File: src/rtl/x_meta_loader.sv
// Metadata chunk capture between the X streamer and X_data_scheduler.
// Extracts one unaligned chunk from one or two word-aligned beats.
module x_meta_loader #(
  parameter int BW              = 128,
  parameter int META_CHUNK_SIZE = 32,
  parameter int ADDR_WIDTH      = 32
) (
  input  logic                       clk_i,
  input  logic                       rst_ni,
  input  logic                       clear_i,
  input  logic                       meta_req_i,
  input  logic [ADDR_WIDTH-1:0]      meta_addr_i,
  input  logic [15:0]                meta_len_i,
  input  logic                       stream_valid_i,
  input  logic [BW-1:0]              stream_data_i,
  output logic                       stream_ready_o,
  output logic [META_CHUNK_SIZE-1:0] metadata_chunk_o,
  output logic                       meta_pending_o,
  output logic                       chunk_valid_o
);

  localparam int BWB = BW / 8;
  localparam int CB  = META_CHUNK_SIZE / 8;
  localparam int OW  = (BWB > 1) ? $clog2(BWB) : 1;
  localparam int MW  = META_CHUNK_SIZE;

  typedef enum logic [1:0] {
    IDLE,
    BEAT0,
    BEAT1,
    DONE
  } state_e;

  state_e          state_q, state_d;
  logic [OW-1:0]   off_q, off_d;
  logic [15:0]     len_q, len_d;
  logic            span_q, span_d;
  logic [BW-1:0]   lo_q, lo_d;
  logic [MW-1:0]   chunk_q, chunk_d;
  logic            cvalid_q, cvalid_d;
  logic            first_q, first_d;

  logic [ADDR_WIDTH-1:0] addr_mod;
  logic [OW-1:0]         off_in;
  logic [15:0]           len_in;
  logic                  span_in;
  logic                  hs;
  logic [OW+3:0]         lo_amt;
  logic [OW+3:0]         hi_amt;
  logic [BW-1:0]         beat_sh;
  logic [BW-1:0]         hi_sh;
  logic [BW-1:0]         two_raw;
  logic [MW-1:0]         mask;
  logic [MW-1:0]         one_beat;
  logic [MW-1:0]         two_beat;

  assign addr_mod = meta_addr_i % ADDR_WIDTH'(BWB);
  assign off_in   = addr_mod[OW-1:0];
  assign len_in   = (meta_len_i == 16'd0 || meta_len_i > 16'(CB))
                  ? 16'(CB) : meta_len_i;
  assign span_in  = (17'(off_in) + 17'(len_in)) > 17'(BWB);

  assign hs = stream_valid_i && stream_ready_o;

  // Low part of a split chunk is the tail of beat 0 moved to byte 0;
  // beat 1 is then placed just above it.
  assign lo_amt  = {1'b0, off_q, 3'b000};
  assign hi_amt  = {(OW+1)'(BWB) - {1'b0, off_q}, 3'b000};
  assign beat_sh = stream_data_i >> lo_amt;
  assign hi_sh   = stream_data_i << hi_amt;
  assign two_raw = lo_q | hi_sh;

  always_comb begin
    mask = '0;
    for (int k = 0; k < CB; k++) begin
      mask[k*8 +: 8] = (16'(k) < len_q) ? 8'hFF : 8'h00;
    end
  end

  assign one_beat = beat_sh[MW-1:0] & mask;
  assign two_beat = two_raw[MW-1:0] & mask;

  always_ff @(posedge clk_i) begin
    if (!rst_ni || clear_i) begin
      state_q  <= IDLE;
      off_q    <= '0;
      len_q    <= '0;
      span_q   <= 1'b0;
      lo_q     <= '0;
      chunk_q  <= '0;
      cvalid_q <= 1'b0;
      first_q  <= 1'b0;
    end else begin
      state_q  <= state_d;
      off_q    <= off_d;
      len_q    <= len_d;
      span_q   <= span_d;
      lo_q     <= lo_d;
      chunk_q  <= chunk_d;
      cvalid_q <= cvalid_d;
      first_q  <= first_d;
    end
  end

  always_comb begin
    state_d = state_q;
    unique case (state_q)
      IDLE:  if (meta_req_i) state_d = BEAT0;
      BEAT0: if (hs) state_d = span_q ? BEAT1 : DONE;
      BEAT1: if (hs) state_d = DONE;
      DONE:  if (!meta_req_i) state_d = IDLE;
      default: state_d = IDLE;
    endcase
  end

  always_comb begin
    off_d    = off_q;
    len_d    = len_q;
    span_d   = span_q;
    lo_d     = lo_q;
    chunk_d  = chunk_q;
    cvalid_d = cvalid_q;
    first_d  = 1'b0;
    unique case (state_q)
      IDLE: begin
        if (meta_req_i) begin
          off_d    = off_in;
          len_d    = len_in;
          span_d   = span_in;
          cvalid_d = 1'b0;
        end
      end
      BEAT0: begin
        if (hs && span_q) begin
          lo_d = beat_sh;
        end else if (hs) begin
          chunk_d  = one_beat;
          cvalid_d = 1'b1;
          first_d  = 1'b1;
        end
      end
      BEAT1: begin
        if (hs) begin
          chunk_d  = two_beat;
          cvalid_d = 1'b1;
          first_d  = 1'b1;
        end
      end
      default: ;
    endcase
  end

  always_comb begin
    stream_ready_o = (state_q == BEAT0) || (state_q == BEAT1);
    meta_pending_o = !((state_q == DONE) && first_q);
  end

  assign metadata_chunk_o = chunk_q;
  assign chunk_valid_o    = cvalid_q;

endmodule

File: config.mk
export PLATFORM = sky130hd
export DESIGN_NAME = x_meta_loader
export DESIGN_NICKNAME = d
export VERILOG_FILES = /design/src/rtl/x_meta_loader.sv
export SDC_FILE = /design/constraint.sdc
export NUM_CORES = 1
export LEC_CHECK = 0
export ABC_AREA = 1
export ABC_CLOCK_PERIOD_IN_PS = 3600
export CORE_ASPECT_RATIO = 1.4
export CORE_MARGIN = 2
export CORE_UTILIZATION = 55
export CTS_CLUSTER_SIZE = 30
export DETAILED_ROUTE_END_ITERATION = 12
export PLACE_DENSITY = 0.89
export SYNTH_ARGS = -nofsm -noshare
export SYNTH_HDL_FRONTEND = slang
export SYNTH_SLANG_ARGS = --single-unit
File: constraint.sdc
create_clock -name clk_i -period 3.6 [get_ports clk_i]
set_input_delay 0.36 -clock clk_i [delete_from_list [all_inputs] [get_ports clk_i]]
set_output_delay 0.36 -clock clk_i [all_outputs]
set_load 0.01 [all_outputs]
==> results of run 1 <==
Yosys cell counts (3+ instances only):
cell type,number
nand2_1,645
a31oi_1,9
buf_4,12
buf_1,11
dfxtp_1,89
ha_1,9
inv_2,4
o211ai_1,40
o21ai_0,33
nor3_1,13
nand3_1,248
or2_2,3
nor2_1,156
buf_6,10
a21oi_1,92
inv_1,108
o21ai_1,6
buf_2,41
clkbuf_1,30
area by class of cell:
class,instances,share of cell area
Inverter,114,0.0417
Tap cell,192,0.0233
Multi-Input combinational cell,1271,0.543
Sequential cell,89,0.173
Clock buffer,11,0.0226
Clock inverter,5,0.00303
Timing Repair Buffer,200,0.193
cell usage in the layout (no fill, tap or decap), types with 3 or more instances in the layout:
cell	instances
a21oi_1	92
a31oi_1	9
buf_4	11
clkbuf_16	9
clkdlybuf4s50_1	187
clkinv_2	3
dfxtp_1	87
ha_1	9
inv_1	108
inv_2	4
nand2_1	645
nand3_1	248
nor2_1	155
nor3_1	13
o211ai_1	40
o21ai_0	33
o21ai_1	6
or2_2	3
worst max-delay path by stage:
stage                              from                   end  depth (start not counted)  slack (ps)
final                          off_q[1]  metadata_chunk_o[16]                          8         810
after CTS                      off_q[1]  metadata_chunk_o[16]                          8         860
after detailed placement  meta_len_i[7]                span_q                         10         890
after global placement         off_q[1]  metadata_chunk_o[26]                          8         960
after global routing           off_q[1]  metadata_chunk_o[16]                          8         610
after floorplan                off_q[0]   metadata_chunk_o[2]                         14        1550
cells by family after synthesis:
| logic type | count (synthesis) | share of synthesized area |
|---|---|---|
| buffers and inverters | 218 | 0.119 |
| XOR/XNOR | 2 | 0.00209 |
| other | 1 | 0.000448 |
| AO/OA/AOI/OAI | 184 | 0.124 |
| AND/OR/NAND/NOR | 1074 | 0.526 |
| flip-flops | 89 | 0.213 |
| adder cells (fa/ha/maj) | 10 | 0.0158 |
sequential cells by signal, summed over array words and instances, names as in the netlist:
name and count:
span_q 1, off_q 4, state_q 2, first_q 1, metadata_chunk_o 32, len_q 16
lo_q 32, chunk_valid_o 1
tightest hold or removal path, stage by stage, from the launching register on:
cell	delay (ps)
dfxtp_1	310
nand2_1	60
nor2_1	40
where the power goes:
part / internal, mW / switching, mW / leakage, nW
clock network: 0.467 / 0.388 / 0.130
registers: 0.997 / 0.0105 / 0.719
logic: 0.429 / 0.742 / 4.20
metal layers:
| layer | vias up | GRT usage |
|---|---|---|
| met2 | 608 | 0.605 |
| met4 | 0 | 0.131 |
| met1 | 4686 | 0.464 |
| met3 | 79 | 0.0557 |
| met5 | - | 0 |
| li1 | 5279 | - |
stage by stage:
| step | area (um2) | std cells | util | hold slack [ps] | setup slack (ps) |
|---|---|---|---|---|---|
| 2_1_floorplan | 8370 | 1578 | - | 423 | 1550 |
| 6_report | 10300 | 1882 | 0.688 | 441 | 807 |
| 3_3_place_gp | 10100 | 1866 | 0.671 | 431 | 957 |
| 3_5_place_dp | 10100 | 1866 | 0.671 | 434 | 888 |
| 5_1_grt | 10300 | 1882 | 0.688 | 464 | 613 |
| 4_1_cts | 10300 | 1882 | 0.688 | 443 | 858 |
==> flow_summary.ini, run 1 <==
[run_status]
status = finished clean

[timing]
tns_ps = 0
worst_pin_slew_ps = 1050
period_share = 0.776
finalSetupViolations = 0
fin_crit_ps = 2790
report.final.slew_viol_count = 0
finClkSkew_ps = 6.50
max_slew_margin = 0.299
final_hold_viol_count = 0
fmaxAchievable_mhz = 358
rsz0062_at_grt = no

[clocking]
cts.clk_slew.worst_paths_ps = 70
htreeDepth = 3
cts_resized = 0
cts_hold_buffers = 0
cts_made_buffers = 9
cts_tree = yes
cts-root-buf = clkbuf_16
cts_max_path_buffers = 2
post_cts_buffers = 0
clock-sinks = 89
clk_latency_ps = 340

[cells_and_area]
drive_gt1_frac = 0.0254
fillers = 1451
fin_nets = 1876
areaGrowthSynthToFinish_pct = 23.2
multi_input_area_um2 = 5600
antenna_cells = 0
seq_area_um2 = 1790

[job]
drv_cap = 0

[logic_synthesis]
yosys_warnings = 0
synth_edf_count = 0
postSynthAreaPerCell_um2 = 5.31
syn_area_um2 = 8370
synthDominantCellAreaShare = 0.289
syn_nets = 1769
synth_cells = 1578
yosys-top-cells-area = nand2_1 (29%), dfxtp_1 (21%), nand3_1 (15%), nor2_1 (7.0%), a21oi_1 (5.5%)
synth_seq_area_share = 0.213
synth_ff_type = dfxtp_1
ys_types = 34
async_flop_share = 0
synth_seq_cells = 89
yosys.area.top_type = nand2_1

[critical_path]
r2r-end = metadata_chunk_o[16]
critPathArrivalTime_ps = 3040
crit_fanout = 40
cp_slowest_cell = ha_1
crit_path_cell_trace = inv_2 -> ha_1 -> nand2_1 -> nand2_1 -> nand2_1 -> nand2_1 -> nand3_1 -> a21oi_1
cp.required_ps = 3850
crit_family = simple AND/OR/NAND/NOR gates
rr_worst_depth = 8
cpPeakStageDelay_ps = 630
critPathCaptureType = flop
cp-start-kind = flop
crit_buf_inv = 1
rr_startpoint = off_q[1]
critPathKind = flop to flop
rrSetupSlack_ps = 810
cpMostUsedCell = nand2_1

[drt]
wirelength_um = 29900
drt_first_iter_violations = 1284
route.met3.wl_um = 3090
drt_pass1_iterations = 6
drc = 0
met2_length_um = 13700
routed_via_density = 5.66
wire_per_inst_um = 15.9
antenna_left = 0
vias = 10700
wirelength_met1_um = 11900
top_layer_used = met4

[power]
ir_worst_vdd_mv = 0.482
leakage_nw = 5.04
power_mw = 3.03
p_per_area_nw_per_um2 = 294

[grt]
grt_pass1_wl_um = 46900
track_usage = 0.360
grt_max_degree = 164
grt_pass1_vias = 9486
overflow = 0
antenna_found_initial = 0

[hold_path]
min_path_cells = 2
min_to = len_q[3]
min-delay-start = len_q[3]
min_path_type = flop to flop

[floorplan]
die_h_um = 150
pin_count = 216
start_util = 0.559
dieArea_um2 = 16200
placementRows = 53
design.core.area_um2 = 15000
die_width_um = 108

[placement]
place.detailed.hpwl_um = 22000
finalWeightedCongestion = 1.01
portBuffers = 187
Power figures use the tool's default switching activity.
==> run 2: changes to the inputs <==
- ABC_CLOCK_PERIOD_IN_PS: 3600 -> 2200
- CORE_UTILIZATION: 55 -> 46
- PLACE_DENSITY: 0.89 -> 0.79
- clock period: 3.6 -> 2.2 ns (I/O delays scaled with it)
==> run 2 against run 1 <==
Global-route usage is 5.9 points lower. Register-to-register slack worse by 670 ps. Critical endpoint is now span_q. Cell area is 4.5% higher. Critical path depth is 3 higher. Flip-flop and latch count stayed put. Cell count is 4.2% higher. Total power is 72% higher. Sequential power is 63% higher. Highest routed layer unchanged. Setup slack worse by 800 ps.
==> flow_summary.ini, run 2 (synthesized netlist as in run 1, its figures left out) <==
[cells_and_area]
drive_gt1_frac = 0.0482
layout_commonest_cell = nand2_1
fin_nets = 1907
multi_input_area_um2 = 5630
seq_area_um2 = 1790
antenna_cells = 0
postLayoutCellArea_um2 = 10800
final_cell_mix = nand2_1 (644), nand3_1 (248), clkdlybuf4s50_1 (187)
fillers = 1802
utilization = 0.601
areaGrowthSynthToFinish_pct = 28.8

[clocking]
cts_made_buffers = 9
cts_tree = yes
cts_hold_buffers = 0
cts.clk_slew.worst_paths_ps = 70
clk_latency_ps = 340
htreeDepth = 3
cts-root-buf = clkbuf_16
cts_max_path_buffers = 2
clock-sinks = 89

[run_status]
status = finished clean

[grt]
use_met3 = 0.0405
met2_usage = 0.479
antenna_found_initial = 0
overflow = 0
track_usage = 0.301
grt_max_degree = 93
grt_pass1_vias = 9528
busiest_layer = met2
grt_pass1_wl_um = 48000
use_met1 = 0.415

[timing]
whs_ps = 443
rsz0062_at_grt = yes
finClkSkew_ps = 6.93
final_hold_viol_count = 0
period_share = 0.997
finalSetupViolations = 0
fin_crit_ps = 2190
tns_ps = 0
report.final.slew_viol_count = 0
fmaxAchievable_mhz = 456

[critical_path]
path_depth = 11
endpoint = span_q
crit_path_cell_trace = clkdlybuf4s50_1 -> nor2_1 -> xnor2_1 -> nand4_1 -> nor2_2 -> ha_2 -> fa_1 -> nor3_2 -> nand2_1 -> o22ai_1 -> a21oi_1
cp.required_ps = 2420
rrSetupSlack_ps = 140
cpPeakStageDelay_ps = 440
critPathKind = input pin to flop
crit_buf_inv = 1
cp_slowest_cell = fa_1
r2r-end = metadata_chunk_o[11]
rr_worst_depth = 12
crit_path_start = meta_len_i[0]
cp-start-kind = input pin
critPathArrivalTime_ps = 2420
rr_startpoint = state_q[1]
crit_family = simple AND/OR/NAND/NOR gates
crit_fanout = 3
critPathCaptureType = flop

[floorplan]
die_width_um = 118
pin_count = 216
die_h_um = 164
placementRows = 58
dieArea_um2 = 19300
design.core.area_um2 = 17900
start_util = 0.467

[drt]
drt_pass1_iterations = 7
routed_via_density = 5.42
vias = 10600
antenna_left = 0
wire_per_inst_um = 15.2
wirelength_um = 29900
drc = 0
drt_first_iter_violations = 1288

[hold_path]
min_path_type = flop to flop

[placement]
placed_area_um2 = 10400
place.detailed.hpwl_um = 22200
portBuffers = 187
finalWeightedCongestion = 0.943

[power]
power_mw = 5.23
p_per_area_nw_per_um2 = 485
leakage_nw = 5.24
ir_worst_vdd_mv = 0.614

[job]
drv_cap = 0
==> run 2: cell count changes in the layout (fill, tap and decap cells not counted), sizes merged <==
| cell | delta |
|---|---|
| buf | +31 |
| bufinv | +1 |
| clkinv | -1 |
==> run 2: worst min path at each step <==
stage                   start   endpoint  slack (ps)  depth (start not counted)
2_1_floorplan  meta_addr_i[0]   off_q[0]         410                          2
3_3_place_gp        len_q[13]  len_q[13]         430                          2
3_5_place_dp         len_q[3]   len_q[3]         430                          2
4_1_cts              len_q[3]   len_q[3]         440                          2
5_1_grt             len_q[13]  len_q[13]         460                          2
6_report             len_q[3]   len_q[3]         440                          2
==> run 2: final cells by class <==
class / count / area share
clock buffer: 11 / 0.0225
clock inverter: 5 / 0.00592
inverter: 114 / 0.0399
multi-input combinational: 1271 / 0.522
sequential: 89 / 0.166
tap: 240 / 0.0279
timing repair buffer: 231 / 0.216
==> run 2: per-stage QoR <==
stage	cells	setup WS, ps
2_1_floorplan	1578	151
3_3_place_gp	1944	-250
3_5_place_dp	1944	-312
4_1_cts	1960	19.5
5_1_grt	1961	-141
6_report	1961	5.83
==> run 2: per-layer routing <==
| layer | vias up | share of wire |
|---|---|---|
| li1 | 5339 | - |
| met1 | 4750 | 0.45 |
| met2 | 482 | 0.45 |
| met3 | 65 | 0.076 |
| met4 | 0 | 0.032 |
| met5 | - | 0 |
==> run 2: where the power goes <==
group	internal (mW)	switching, mW
combinational	0.775	1.23
sequential	1.63	0.0201
clock	0.920	0.653
==> run 2: tightest hold or removal path: cells and delay by family (launching register included) <==
family | cells | cell delay (ps)
simple gates | 2 | 100
flops | 1 | 310
==> run 2: repair_timing <==
item | in CTS | in global routing
endpoints found under the setup margin | 0 | 29
gates resized for setup | 0 | 9
setup buffers | 0 | 1
